===== src/rtl/pc_fetch_ctrl.sv =====
// Fetch-stage sequencer for the PC block: run/halt control, hazard stalls,
// a one-entry redirect buffer and a post-redirect flush window.
module pc_fetch_ctrl #(
  parameter int XLEN         = 64,
  parameter int FLUSH_CYCLES = 2,
  parameter int CNT_W        = 32
) (
  input  logic             clk,
  input  logic             rst_n,
  input  logic             start_req,
  input  logic             halt_req,
  input  logic             hazard_stall,
  input  logic             imem_ready,
  input  logic             br_req,
  input  logic [XLEN-1:0]  br_offset,
  output logic             br_ack,
  input  logic             jmp_req,
  input  logic             jmp_abs,
  input  logic [XLEN-1:0]  jmp_target,
  output logic             jmp_ack,
  output logic             start,
  output logic             stop,
  output logic             stall,
  output logic             branch_taken,
  output logic             jump_taken,
  output logic             jump_location,
  output logic [XLEN-1:0]  branch_offset,
  output logic [XLEN-1:0]  new_pc_offset,
  output logic             flush,
  output logic             halted,
  output logic [CNT_W-1:0] redirect_cnt,
  output logic [CNT_W-1:0] stall_cnt,
  output logic [1:0]       state_dbg
);

  typedef enum logic [1:0] {
    S_IDLE  = 2'd0,
    S_RUN   = 2'd1,
    S_FLUSH = 2'd2,
    S_HALT  = 2'd3
  } state_t;

  localparam logic [3:0]       FLUSH_INIT = 4'(FLUSH_CYCLES);
  localparam logic [CNT_W-1:0] CNT_ONE    = {{(CNT_W-1){1'b0}}, 1'b1};

  state_t           state, state_nxt;
  logic [3:0]       flush_cnt, flush_cnt_nxt;
  logic             pend_valid, pend_jmp, pend_abs;
  logic [XLEN-1:0]  br_off_q, jmp_tgt_q;
  logic             issue;

  // Redirect handshake: a requester holds br_req/jmp_req (and its payload)
  // until it sees the matching ack high at a rising edge; the payload is
  // captured on that same edge and the requester may drop the request after.
  always_comb begin
    state_nxt     = state;
    flush_cnt_nxt = flush_cnt;
    start         = 1'b0;
    stop          = 1'b0;
    stall         = 1'b0;
    flush         = 1'b0;
    halted        = 1'b0;
    br_ack        = 1'b0;
    jmp_ack       = 1'b0;
    branch_taken  = 1'b0;
    jump_taken    = 1'b0;
    jump_location = 1'b0;
    issue         = 1'b0;

    if (state == S_RUN || state == S_FLUSH) begin
      stall = hazard_stall | ~imem_ready;
    end

    case (state)
      S_IDLE, S_HALT: begin
        halted = (state == S_HALT);
        start  = start_req & rst_n;
        if (start_req) begin
          state_nxt = S_RUN;
        end
      end
      S_RUN: begin
        if (halt_req) begin
          stop      = 1'b1;
          state_nxt = S_HALT;
        end else if (pend_valid) begin
          if (!stall) begin
            issue         = 1'b1;
            branch_taken  = ~pend_jmp;
            jump_taken    = pend_jmp;
            jump_location = pend_jmp & pend_abs;
            state_nxt     = S_FLUSH;
            flush_cnt_nxt = FLUSH_INIT;
          end
        end else begin
          // Branch wins a tie; the jump request simply stays asserted.
          br_ack  = br_req;
          jmp_ack = jmp_req & ~br_req;
        end
      end
      S_FLUSH: begin
        flush = 1'b1;
        if (halt_req) begin
          stop          = 1'b1;
          state_nxt     = S_HALT;
          flush_cnt_nxt = 4'd0;
        end else if (!stall) begin
          if (flush_cnt <= 4'd1) begin
            state_nxt     = S_RUN;
            flush_cnt_nxt = 4'd0;
          end else begin
            flush_cnt_nxt = flush_cnt - 4'd1;
          end
        end
      end
      default: state_nxt = S_IDLE;
    endcase
  end

  always_ff @(posedge clk or negedge rst_n) begin
    if (!rst_n) begin
      state        <= S_IDLE;
      flush_cnt    <= 4'd0;
      pend_valid   <= 1'b0;
      pend_jmp     <= 1'b0;
      pend_abs     <= 1'b0;
      br_off_q     <= '0;
      jmp_tgt_q    <= '0;
      redirect_cnt <= '0;
      stall_cnt    <= '0;
    end else begin
      state     <= state_nxt;
      flush_cnt <= flush_cnt_nxt;
      if (stop || issue) begin
        pend_valid <= 1'b0;
      end else if (br_ack) begin
        pend_valid <= 1'b1;
        pend_jmp   <= 1'b0;
        br_off_q   <= br_offset;
      end else if (jmp_ack) begin
        pend_valid <= 1'b1;
        pend_jmp   <= 1'b1;
        pend_abs   <= jmp_abs;
        jmp_tgt_q  <= jmp_target;
      end
      if (issue) begin
        redirect_cnt <= redirect_cnt + CNT_ONE;
      end
      if (stall && (stall_cnt != '1)) begin
        stall_cnt <= stall_cnt + CNT_ONE;
      end
    end
  end

  // Offsets come straight from the buffer so they hold between redirects.
  assign branch_offset = br_off_q;
  assign new_pc_offset = jmp_tgt_q;
  assign state_dbg     = state;

endmodule

===== config.mk =====
export PLATFORM = sky130hd
export DESIGN_NAME = pc_fetch_ctrl
export DESIGN_NICKNAME = d
export VERILOG_FILES = /design/src/rtl/pc_fetch_ctrl.sv
export SDC_FILE = /design/constraint.sdc
export NUM_CORES = 1
export LEC_CHECK = 0
export ABC_AREA = 1
export CAP_MARGIN = 0
export CORE_ASPECT_RATIO = 0.9
export CORE_MARGIN = 2
export CORE_UTILIZATION = 45
export DETAILED_ROUTE_END_ITERATION = 8
export MAX_ROUTING_LAYER = met4
export PLACE_DENSITY = 0.86
export SETUP_SLACK_MARGIN = 0.05
export SLEW_MARGIN = 20
export SYNTH_ARGS = -nofsm -noshare
export SYNTH_HDL_FRONTEND = slang
export SYNTH_SLANG_ARGS = --single-unit

===== constraint.sdc =====
create_clock -name clk -period 1.9 [get_ports clk]
set_input_delay 0.38 -clock clk [delete_from_list [all_inputs] [get_ports clk]]
set_output_delay 0.38 -clock clk [all_outputs]
set_load 0.02 [all_outputs]

### Word level (Yosys, flattened, before mapping)

Cells that the tools add are included.

* flip-flop bits (word level): 201
* word-level logic and storage cells: 95
* input port bits: 137
* output and inout bits: 204

* equal/unequal tests: 12
* add/subtract/negate cells: 3
* $lt $le $gt $ge: 1
* bitwise logic cells: 9
* multiplexer cells: 47
* reductions and logical operators: 14

Operator list (number)
* 32-bit by 1-bit adder with 32-bit output (second input constant): 2
* 1-bit two-way mux: 32
* 32-bit != test (second input constant): 1
* 4-bit two-way mux: 6
* 2-bit two-way mux: 7
* 5-bit AND reduction: 2
* 3-bit != test (second input constant): 3
* 2-bit != test (second input constant): 4
* 4-bit case mux with 2 select lines: 1
* 2-bit case mux with 3 select lines: 1
* 1-bit NOT: 5
* 2-bit == test (second input constant): 2
* 4-bit by 1-bit <= comparator with 1-bit output (second input constant): 1
* 2-bit AND reduction: 2
* 2-bit nonzero test: 2
* 2-bit OR reduction: 2
* 4-bit by 1-bit subtractor with 4-bit output (second input constant): 1
* 1-bit bitwise AND: 3
* 3-bit by 2-bit != test with 1-bit output (second input constant): 1
* 3-bit AND reduction: 1
* 3-bit nonzero test: 1
* 2-bit by 1-bit == test with 1-bit output (second input constant): 1
* 2-bit logical NOT: 1
* 1-bit logical OR: 2
* other kinds (2): 2

### Longest topological paths before layout

Gate-level depths: netlist of run 1.

* word-level depth: 10
* depth in mapped cells: 11
* depth with buffers taken out: 11

### Worst setup path before layout of run 1

No wires, ideal clock.

* path type: register to output
* from: register state[0] (netlist: state_dbg[0])
* to: output port jump_location
* buffers on the path: 1
* required time: 1.520 ns
* arrival: 1.891 ns
* slack: -0.371 ns
* stages on the path, launching flop included: 8
* cell sequence: dfrtp_1 -> inv_1 -> ha_1 -> inv_1 -> nand2_1 -> nand2_1 -> buf_2 -> nor3b_1

* cells in the longest elaborated chain, start to end: 7
* elaborated cells between the ends (all ways): 8
* those cells by class: eq/ne: 2; mux: 5; reduce/logical: 1

Ends and longest elaborated chain
* start, declared: RTL line 46 `state_t state, state_nxt;`
* start signal, assigned: RTL line 132 `state <= state_nxt;`
* 2-bit by 1-bit == test with 1-bit output / 2-bit == test (equally long branches): RTL line 70, 74
* 1-bit logical OR: RTL line 70 `if (state == S_RUN || state == S_FLUSH) begin`
* 1-bit two-way mux: RTL line 70
* 1-bit two-way mux: RTL line 87 `if (!stall) begin`
* 1-bit two-way mux: RTL line 86 `end else if (pend_valid) begin`
* 1-bit two-way mux: RTL line 83 `if (halt_req) begin`
* 1-bit two-way mux (*): RTL line 74 `case (state)`
* end, declared: RTL line 26 `output logic jump_location,`

Every way passes the cells marked *; elsewhere a longest branch is shown, timed or not.

### Worst setup path after layout of run 1

* from: register state[1] (netlist: state_dbg[1])
* to: output port branch_taken

* cells in the longest elaborated chain, start to end: 7
* elaborated cells between the ends (all ways): 8
* those cells by class: eq/ne: 2; mux: 5; reduce/logical: 1

Ends and longest elaborated chain
* 2-bit by 1-bit == test with 1-bit output / 2-bit == test (equally long branches): RTL line 70, 74
* 1-bit logical OR: RTL line 70
* 1-bit two-way mux: RTL line 70
* 1-bit two-way mux: RTL line 87
* 1-bit two-way mux: RTL line 86
* 1-bit two-way mux: RTL line 83
* 1-bit two-way mux (*): RTL line 74
* end, declared: RTL line 24 `output logic branch_taken,`

Marks and branches as above.

==> out/metrics.csv, run 1 <==
metric,value,unit
Setup TNS,-2.49,ns
layout cell share with drive strength beyond 1,11.1,%
pre-CTS setup slack,-0.530,ns
Core Area,0.0206,sq mm
I/O pin count,341,
"antenna viol nets, final",0,
DR vias,9500,
vias in the first global route,9169,
"Avg Cell Area, Syn",7.68,sq um
largest area contributor in the netlist,dfrtp_1,
TritonCTS buffer count,22,
gr ovfl total,0,
synth unique cells,32,
WP data arrival,1.88,ns
first-pass GRT wire length,45700,um
period utilisation layout,119,%
Worst Hold Class,primary input to flip-flop,
Slew @ Worst Pin,0.602,ns
Die W,156,um
Clock Skew,0.0173,ns
Initial Utilization,45.5,%
Worst setup EP type,primary output,
hold path depth,3,
pin count of the biggest net entering global routing,100,
status,"complete, but fails checks",
R2R Path End,new_pc_offset[52]$_DFFE_PN0P_,
Post-Syn Area,0.00940,sq mm
most instantiated cells after synthesis,"nand2_1 (677), dfrtp_1 (201), nor2_1 (91)",
All-Layer GR Usage,26.6,%
Tmin final,2.26,ns
CP Max Fanout,3,
clk buf depth,3,
clk_lat worst skew,0.51,ns
P&R area growth vs syn,57.0,%
Clock Sinks,201,
Max Cap Viol,0,
sequential share of the synthesized area,53.5,%
power per cell area,1350,mW/mm^2
Cells after Synth,1224,
Die Area,0.0221,sq mm
Post-synth EDFFs,0,
WL final,30500,um
GP Congestion,0.886,
layout net count,1770,
Worst R2R Path Depth,13,
DR vias/cell,4.99,
placed cell area,0.0135,sq mm
Fmax,443,MHz
initial antenna violation count,2,
static leakage,0.00808,uW
DIE HEIGHT,141,um
Clock transition at path regs,0.06,ns
type of origin of the critical path,flip-flop,
WHS Endpoint,branch_offset[43]$_DFFE_PN0P_,
final worst slack,-0.358,ns
Final Hold Viols,0,
wire per inst,16.0,um
1st-iter DRT viols,522,
num rows,50,
worst vdd ir,0.000983,V
DRC,0,
critical path required time,1.52,ns
async set-reset flop share out of synthesis,100,%
Max Slew Vio Count,0,
most used flip-flop cell after synthesis,dfrtp_1,
TritonCTS clock tree,done,
flop and latch count out of synthesis,201,
"top cells by area, synth","dfrtp_1 (54%), nand2_1 (27%), nor2_1 (3.6%), inv_1 (2.7%), nand3_1 (2.1%)",
Post-Syn Nets,1368,
most frequent cell after synthesis,nand2_1,
flop-to-flop setup slack,-0.04,ns
placed wire-length estimate,21300,um
normalized max-slew margin,59.6,%
H-tree Lvls,1,
post-route core utilization,71.5,%
"Design Area, Final",0.0148,sq mm
share of the synthesized area in the top cell type,53.5,%
Hold Crit Start,br_offset[43],
failing checks,setup timing,
RSZ-0062 raised after global routing,yes,
CP Class,flip-flop to primary output,
clk root buf,clkbuf_16,
Final Setup Violations,18,
worst r2r src,state_dbg[1]$_DFFE_PN0P_,
quantity of I/O buffers inserted on ports,340,
Synth warnings,0,
DRT Pass-1 Iters,7,
==> cell families after synthesis <==
family,after synthesis,synth area share (%)
xor+xnor,29,2.70
buf+inv,110,5.17
flops,201,53.5
compound gates,25,1.48
simple gates,852,36.2
fa+ha+maj,7,0.932
==> metrics by stage <==
step | hold WS [ns] | total power [uW] | instances
after floorplan | 0.0844 | 10800 | 1224
after global placement | 0.454 | 15200 | 1839
after detailed placement | 0.458 | 15400 | 1839
after CTS | 0.381 | 19500 | 1890
after global routing | 0.390 | 21000 | 1904
final | 0.397 | 20000 | 1904
==> critical path, stage by stage (launching register included) <==
cell and delay (ns):
dfrtp_2 0.43, buf_12 0.13, ha_4 0.26, inv_2 0.04, nand2_2 0.07, nand2_4 0.09, buf_12 0.14, nor2_4 0.07
buf_6 0.13
==> layout by cell type, fill, tap and decap left out, drive strengths merged, types with 3 or more instances in the layout <==
cell / count
ha: 7
nor2: 101
nor3: 9
o21ai: 18
nand2: 684
dlygate4sd2: 153
xnor2: 16
dfrtp: 201
nand4: 13
clkbuf: 38
inv: 72
nand3: 39
clkinv: 7
dlymetal6s2s: 39
nand3b: 4
clkdlybuf4s50: 135
a21oi: 3
xor2: 13
buf: 78
==> what timing repair did <==
item | CTS | global route
hold endpoints to repair | 46 | 0
pin swaps | 11 | 12
cloned | 0 | 8
setup buffers | 10 | 8
endpoints found under the setup margin | 297 | 230
hold buffers | 1 | 0
gates resized for setup | 236 | 80
==> worst max-delay path by stage <==
stage | startpoint | endpoint | slack, ns
5_1_grt | state_dbg[1]$_DFFE_PN0P_ | jmp_ack | -0.44
3_3_place_gp | imem_ready | jump_location | -0.51
3_5_place_dp | imem_ready | jump_location | -0.53
6_report | state_dbg[1]$_DFFE_PN0P_ | branch_taken | -0.36
4_1_cts | state_dbg[1]$_DFFE_PN0P_ | jmp_ack | -0.46
2_1_floorplan | state_dbg[0]$_DFFE_PN0P_ | jump_location | 0.06
==> layer usage <==
metal	GRT usage [%]	part of all wire [%]	vias up
met5	-	0	-
met1	30.7	38	4443
met4	12.6	5.3	0
met2	44.0	49	404
met3	6.36	7.5	103
li1	-	-	4550
==> final cells by class <==
class                           instances  area, sq um
Antenna cell                            2         5.00
Clock buffer                           30          631
Clock inverter                         10          120
Fill cell                            1543         5890
Inverter                               73          294
Multi-Input combinational cell        913         4100
Sequential cell                       201         5030
Tap cell                              260          325
Timing Repair Buffer                  415         4250
==> flip-flops by register name (all words and copies together), names as in the netlist <==
| register | flops |
|---|---|
| flush_cnt | 4 |
| redirect_cnt | 32 |
| branch_offset | 64 |
| pend_abs | 1 |
| pend_valid | 1 |
| stall_cnt | 32 |
| state_dbg | 2 |
| pend_jmp | 1 |
| new_pc_offset | 64 |
==> where the power goes <==
group / leakage (uW) / internal [uW] / switching [uW]
Clock: 0.000366 / 2610 / 1800
Combinational: 0.00512 / 3800 / 5120
Sequential: 0.00259 / 5770 / 893
Power figures use the tool's default switching activity.
==> inputs of run 2 (changes only) <==
Settings changed: SLEW_MARGIN 20 to 10.
==> results of run 2 <==
No change in the layout: final DEF, timing and power equal those of run 1.
